[config.mk]
export PLATFORM = sky130hd
export DESIGN_NAME = tilemap_writer
export DESIGN_NICKNAME = d
export VERILOG_FILES = /design/src/rtl/tilemap_pkg.sv /design/src/rtl/tile_address_calc.sv /design/src/rtl/tilemap_writer.sv
export SDC_FILE = /design/constraint.sdc
export NUM_CORES = 1
export LEC_CHECK = 0
export CELL_PAD_IN_SITES_DETAIL_PLACEMENT = 1
export CELL_PAD_IN_SITES_GLOBAL_PLACEMENT = 1
export CORE_MARGIN = 2
export CORE_UTILIZATION = 38
export DETAILED_ROUTE_END_ITERATION = 16
export GPL_TIMING_DRIVEN = 1
export PLACE_DENSITY = 0.83
export SYNTH_ARGS = -nofsm -noshare
export SYNTH_HDL_FRONTEND = slang
export SYNTH_SLANG_ARGS = --single-unit
[constraint.sdc]
create_clock -name clock -period 5.5 [get_ports clock]
set_clock_uncertainty 0.05 [all_clocks]
set_input_delay 1.1 -clock clock [delete_from_list [all_inputs] [get_ports clock]]
set_output_delay 1.1 -clock clock [all_outputs]
set_load 0.02 [all_outputs]
[src/rtl/tilemap_pkg.sv]
// Shared tilemap definitions: map geometry defaults, bus widths and writer state encodings.
package tilemap_pkg;

  localparam int TILEMAP_LENGTH_DEF = 2000;
  localparam int TILEMAP_HEIGHT_DEF = 16;

  localparam int ADDR_W = 15;
  localparam int TILE_W = 4;
  localparam int X_W    = 11;
  localparam int Y_W    = 4;

  localparam logic [TILE_W-1:0] TILE_EMPTY = '0;

  typedef enum logic [2:0] {
    ST_WAIT  = 3'd0,
    ST_CHECK = 3'd1,
    ST_WRITE = 3'd2,
    ST_READ  = 3'd3,
    ST_CMP   = 3'd4,
    ST_FILL  = 3'd5,
    ST_DONE  = 3'd6
  } state_e;

endpackage

[src/rtl/tile_address_calc.sv]
// Combinational tile coordinate to linear address (x + y*LENGTH) plus map bounds check.
module tile_address_calc
  import tilemap_pkg::*;
#(
  parameter int LENGTH = TILEMAP_LENGTH_DEF,
  parameter int HEIGHT = TILEMAP_HEIGHT_DEF
) (
  input  logic [X_W-1:0]    x_i,
  input  logic [Y_W-1:0]    y_i,
  output logic [ADDR_W-1:0] addr_o,
  output logic              in_range_o
);

  // Out-of-range coordinates may wrap; callers gate on in_range_o.
  assign addr_o     = ADDR_W'(x_i) + ADDR_W'(y_i) * ADDR_W'(LENGTH);
  assign in_range_o = (int'(x_i) < LENGTH) && (int'(y_i) < HEIGHT);

endmodule

[src/rtl/tilemap_writer.sv]
// Tilemap command engine: single bounds-checked tile write or whole-map fill.
// Optional read-back verification of single writes when TILEMAP_WRITER_READBACK_EN is defined.
module tilemap_writer
  import tilemap_pkg::*;
#(
  parameter int TILEMAP_LENGTH = TILEMAP_LENGTH_DEF,
  parameter int TILEMAP_HEIGHT = TILEMAP_HEIGHT_DEF
) (
  input  logic              clock,
  input  logic              resetn,
  input  logic              enable,
  input  logic              op_fill,
  input  logic [X_W-1:0]    x_location,
  input  logic [Y_W-1:0]    y_location,
  input  logic [TILE_W-1:0] tile_value,
  input  logic [TILE_W-1:0] memory_input,
  output logic [ADDR_W-1:0] memory_address,
  output logic [TILE_W-1:0] memory_data,
  output logic              memory_wren,
  output logic              busy,
  output logic              done,
  output logic              error
);

  localparam int FILL_LAST = TILEMAP_LENGTH * TILEMAP_HEIGHT - 1;

  state_e              state_q, state_d;
  logic [X_W-1:0]      x_q, x_d;
  logic [Y_W-1:0]      y_q, y_d;
  logic [TILE_W-1:0]   tile_q, tile_d;
  logic [ADDR_W-1:0]   cnt_q, cnt_d;
  logic                error_q, error_d;

  logic [ADDR_W-1:0]   calc_addr;
  logic                calc_in_range;

  tile_address_calc #(
    .LENGTH (TILEMAP_LENGTH),
    .HEIGHT (TILEMAP_HEIGHT)
  ) u_addr_calc (
    .x_i        (x_q),
    .y_i        (y_q),
    .addr_o     (calc_addr),
    .in_range_o (calc_in_range)
  );

`ifndef TILEMAP_WRITER_READBACK_EN
  logic unused_mem_input;
  assign unused_mem_input = ^memory_input;
`endif

  always_ff @(posedge clock or negedge resetn) begin
    if (!resetn) begin
      state_q <= ST_WAIT;
      x_q     <= '0;
      y_q     <= '0;
      tile_q  <= TILE_EMPTY;
      cnt_q   <= '0;
      error_q <= 1'b0;
    end else begin
      state_q <= state_d;
      x_q     <= x_d;
      y_q     <= y_d;
      tile_q  <= tile_d;
      cnt_q   <= cnt_d;
      error_q <= error_d;
    end
  end

  always_comb begin
    state_d        = state_q;
    x_d            = x_q;
    y_d            = y_q;
    tile_d         = tile_q;
    cnt_d          = cnt_q;
    error_d        = error_q;
    memory_address = '0;
    memory_data    = TILE_EMPTY;
    memory_wren    = 1'b0;
    busy           = 1'b1;
    done           = 1'b0;

    case (state_q)
      ST_WAIT: begin
        busy = 1'b0;
        if (enable) begin
          x_d    = x_location;
          y_d    = y_location;
          tile_d = tile_value;
          if (op_fill) begin
            cnt_d   = '0;
            error_d = 1'b0;
            state_d = ST_FILL;
          end else begin
            state_d = ST_CHECK;
          end
        end
      end

      ST_CHECK: begin
        error_d = !calc_in_range;
        state_d = calc_in_range ? ST_WRITE : ST_DONE;
      end

      ST_WRITE: begin
        memory_wren    = 1'b1;
        memory_address = calc_addr;
        memory_data    = tile_q;
`ifdef TILEMAP_WRITER_READBACK_EN
        state_d        = ST_READ;
`else
        state_d        = ST_DONE;
`endif
      end

`ifdef TILEMAP_WRITER_READBACK_EN
      // Read data for the address presented in READ arrives during CMP.
      ST_READ: begin
        memory_address = calc_addr;
        state_d        = ST_CMP;
      end

      ST_CMP: begin
        error_d = (memory_input != tile_q);
        state_d = ST_DONE;
      end
`endif

      ST_FILL: begin
        memory_wren    = 1'b1;
        memory_address = cnt_q;
        memory_data    = tile_q;
        if (cnt_q == ADDR_W'(FILL_LAST)) begin
          state_d = ST_DONE;
        end else begin
          cnt_d = cnt_q + ADDR_W'(1);
        end
      end

      ST_DONE: begin
        busy = 1'b0;
        done = 1'b1;
        if (!enable) begin
          state_d = ST_WAIT;
        end
      end

      default: begin
        busy    = 1'b0;
        state_d = ST_WAIT;
      end
    endcase
  end

  assign error = error_q;

endmodule

==> results_dict.tcl <==
set metrics [dict create \
    r2r_start "state_q[0]" \
    synth-seq-area-share_pct 34.1 \
    worstPathArrival_ns 4.13 \
    path_clk_slew_ns 0.07 \
    synth-edff-count 0 \
    io_pins 50 \
    netlist_top_cells_count "38 x dfrtp_1, 25 x nor2_1, 24 x o21ai_0" \
    met1_length_mm 3.20 \
    crit_type "reg -> out" \
    postSynthCellCount 283 \
    syn_nets 340 \
    setup_violations 0 \
    hold_path_end "tile_q[2]" \
    finalNonFillerCells 434 \
    drt_first_pass_iters 4 \
    initial_core_util_pct 38.9 \
    wl_per_cell_um 16.3 \
    postCtsHoldBufs 0 \
    clk_latency_ns 0.29 \
    highest_layer "met4" \
    synth_area_sq_mm 0.00279 \
    hp-start "tile_q[2]" \
    vias 2314 \
    wl_met2_mm 3.47 \
    outcome "finished clean" \
    worstMarginPinSlew_ns 0.962 \
    cts_made_buffers 5 \
    cts_buffer_depth 2 \
    final_hold_viol_count 0 \
    dieHeight_um 89.7 \
    nNetsFinal 392 \
    wl_met3_um 249 \
    holdWs_ns 0.449 \
    drtIter0Drc 98 \
    cts_root_buf "clkbuf_8" \
    worst_setup_path_start_kind "flop" \
    ctsHtreeMaxLevel 2 \
    routabilityCongestion 0.821 \
    holdPathStages 1 \
    synth_seq_cells 38 \
    reg2regPathDepth 5 \
    critPathMaxStageDelay_ns 0.52 \
    antenna_found_initial 0 \
    final_layout_size_suffix_gt1_share_pct 12.8 \
    grt_usage_pct 19.9 \
    via_per_inst 5.33 \
    drc 0 \
    synthFlopType "dfrtp_1" \
    drv_slew 0 \
    cts_sinks 38 \
    cp_max_fo 4 \
    synth.avg_cell_area_sq_um 9.86 \
    slowest_stage "fa_1" \
    synth.most_common_cell "dfrtp_1" \
    post-route-period-util_pct 96.0 \
    clock.fmax_mhz 189 \
    synth.largest_area_cell "dfrtp_1" \
    ys_warn_count 0 \
    grt_pass1_wl_mm 12.2 \
    postCtsSetupRepairBufs 0 \
    r2r_slack_ns 3.20 \
    min_period_ns 5.28 \
    cap_violations 0 \
    synth_top_area_share_pct 34.1 \
    fp.coreArea_sq_mm 0.00718 \
    synth_cell_types 47 \
    area_delta_synth_final_pct 24.7 \
    num_rows 31 \
    dp_hpwl_mm 5.45 \
    min_path_type "reg -> reg" \
    ant_nets 0 \
    cts_tree "yes" \
    grt_max_degree 39 \
    cp_cell_sequence "buf_4, ha_1, fa_1, fa_1, a211o_1, a221oi_1, nor4_1, buf_4, nor4b_2, xnor3_1, a22o_1, dlygate4sd2_1" \
    relSlewSlack_pct 35.8 \
    endpoint_kind "output port" \
    synthTopCellsByArea "dfrtp_1 34%, ha_1 9.9%, mux2_2 7.7%" \
    rsz0062_at_grt "true" \
    async_reset_ff_share_pct 100 \
    grt_pass1_vias 2555 \
    fillers 809 \
    routed_wl_mm 7.07 \
    grt_overflow 0 \
    io_buffers 45 \
    rr_endpoint "cnt_q[6]" \
    dieArea_sq_mm 0.00804 \
    cp_data_required_time_ns 4.35 \
    dpl.cell_count 427 \
    n_antenna_cell 0 \
    die_x_um 89.7 \
]
sequential cells by signal, summed over array words and instances (netlist names):
signal / cells
cnt_q: 15
x_q: 11
tile_q: 4
y_q: 4
state_q: 3
error: 1
worst max-delay path, delay by kind of cell, from the launching register on:
family                     cells  cell delay, ns
adders and majority gates      3            1.34
AOI/OAI and AO/OA              3            0.76
buffers and inverters          3            0.66
DFF                            1            0.43
and+or+nand+nor                2            0.37
xor gates and xnor gates       1            0.27
layout make-up:
type,instances,area (sq um),share of cell area (%)
Clock buffer,7,76.3,2.19
Timing Repair Buffer,53,514,14.8
Tap cell,99,124,3.56
Inverter,8,30.0,0.863
Sequential cell,38,952,27.4
Multi-Input combinational cell,229,1780,51.2
worst max-delay path by stage:
stage | startpoint | end | slack (ns)
final | y_q[1] | memory_address[14] | 0.22
after global routing | y_q[1] | memory_address[14] | -0.02
after CTS | y_q[1] | memory_address[12] | 0.04
after detailed placement | y_q[2] | memory_address[14] | 0.09
after global placement | y_q[2] | memory_address[14] | 0.15
after floorplan | y_q[1] | memory_address[12] | 0.73
placed cells by master (no fill, tap or decap), types with 4 or more instances in the layout:
cell type        netlist  routed
a21o_1                 4       4
a21oi_1                9       9
a22o_1                 8       8
buf_4                  0       8
clkbuf_8               0       5
clkdlybuf4s50_1        0      39
dfrtp_1               38      37
dlymetal6s2s_1         0       4
fa_1                   8       7
ha_1                  22      22
inv_1                  8       8
mux2_2                19      19
nand2_1               23      23
nand2b_1               7       7
nand4_1                6       6
nor2_1                25      25
nor2b_1                5       5
nor3_1                 5       5
o21ai_0               24      23
xnor2_1                7       7
xor2_1                14      14
through the flow:
stage | util, % | area [sq um] | setup TNS [ns] | worst slack, ns
2_1_floorplan | - | 2790 | 0 | 0.727
3_3_place_gp | 47.3 | 3390 | 0 | 0.154
3_5_place_dp | 47.3 | 3390 | 0 | 0.0883
4_1_cts | 48.3 | 3470 | 0 | 0.0447
5_1_grt | 48.5 | 3480 | -0.0217 | -0.0217
6_report | 48.5 | 3480 | 0 | 0.220
metal layers:
metal / track usage, % / up-vias
li1: - / 1110
met1: 25.3 / 1143
met2: 34.0 / 48
met3: 3.56 / 13
met4: 6.78 / 0
met5: 0 / -
cell families after synthesis:
group           count (synthesis)  synth area share, %
compound gates                 61                 14.4
xor+xnor                       22                 7.40
fa+ha+maj                      30                 15.6
buf+inv                        16                 2.29
flops                          38                 34.1
mux                            20                 8.03
simple gates                   96                 18.2
timing repair:
item	CTS	global route
cloned	0	0
endpoints found under the setup margin	2	5
pin swaps	0	1
gates resized for setup	3	5
Power is left out: the tool's default activity adds up to more than one toggle a clock period on the data nets, which glitch-free logic cannot reach.
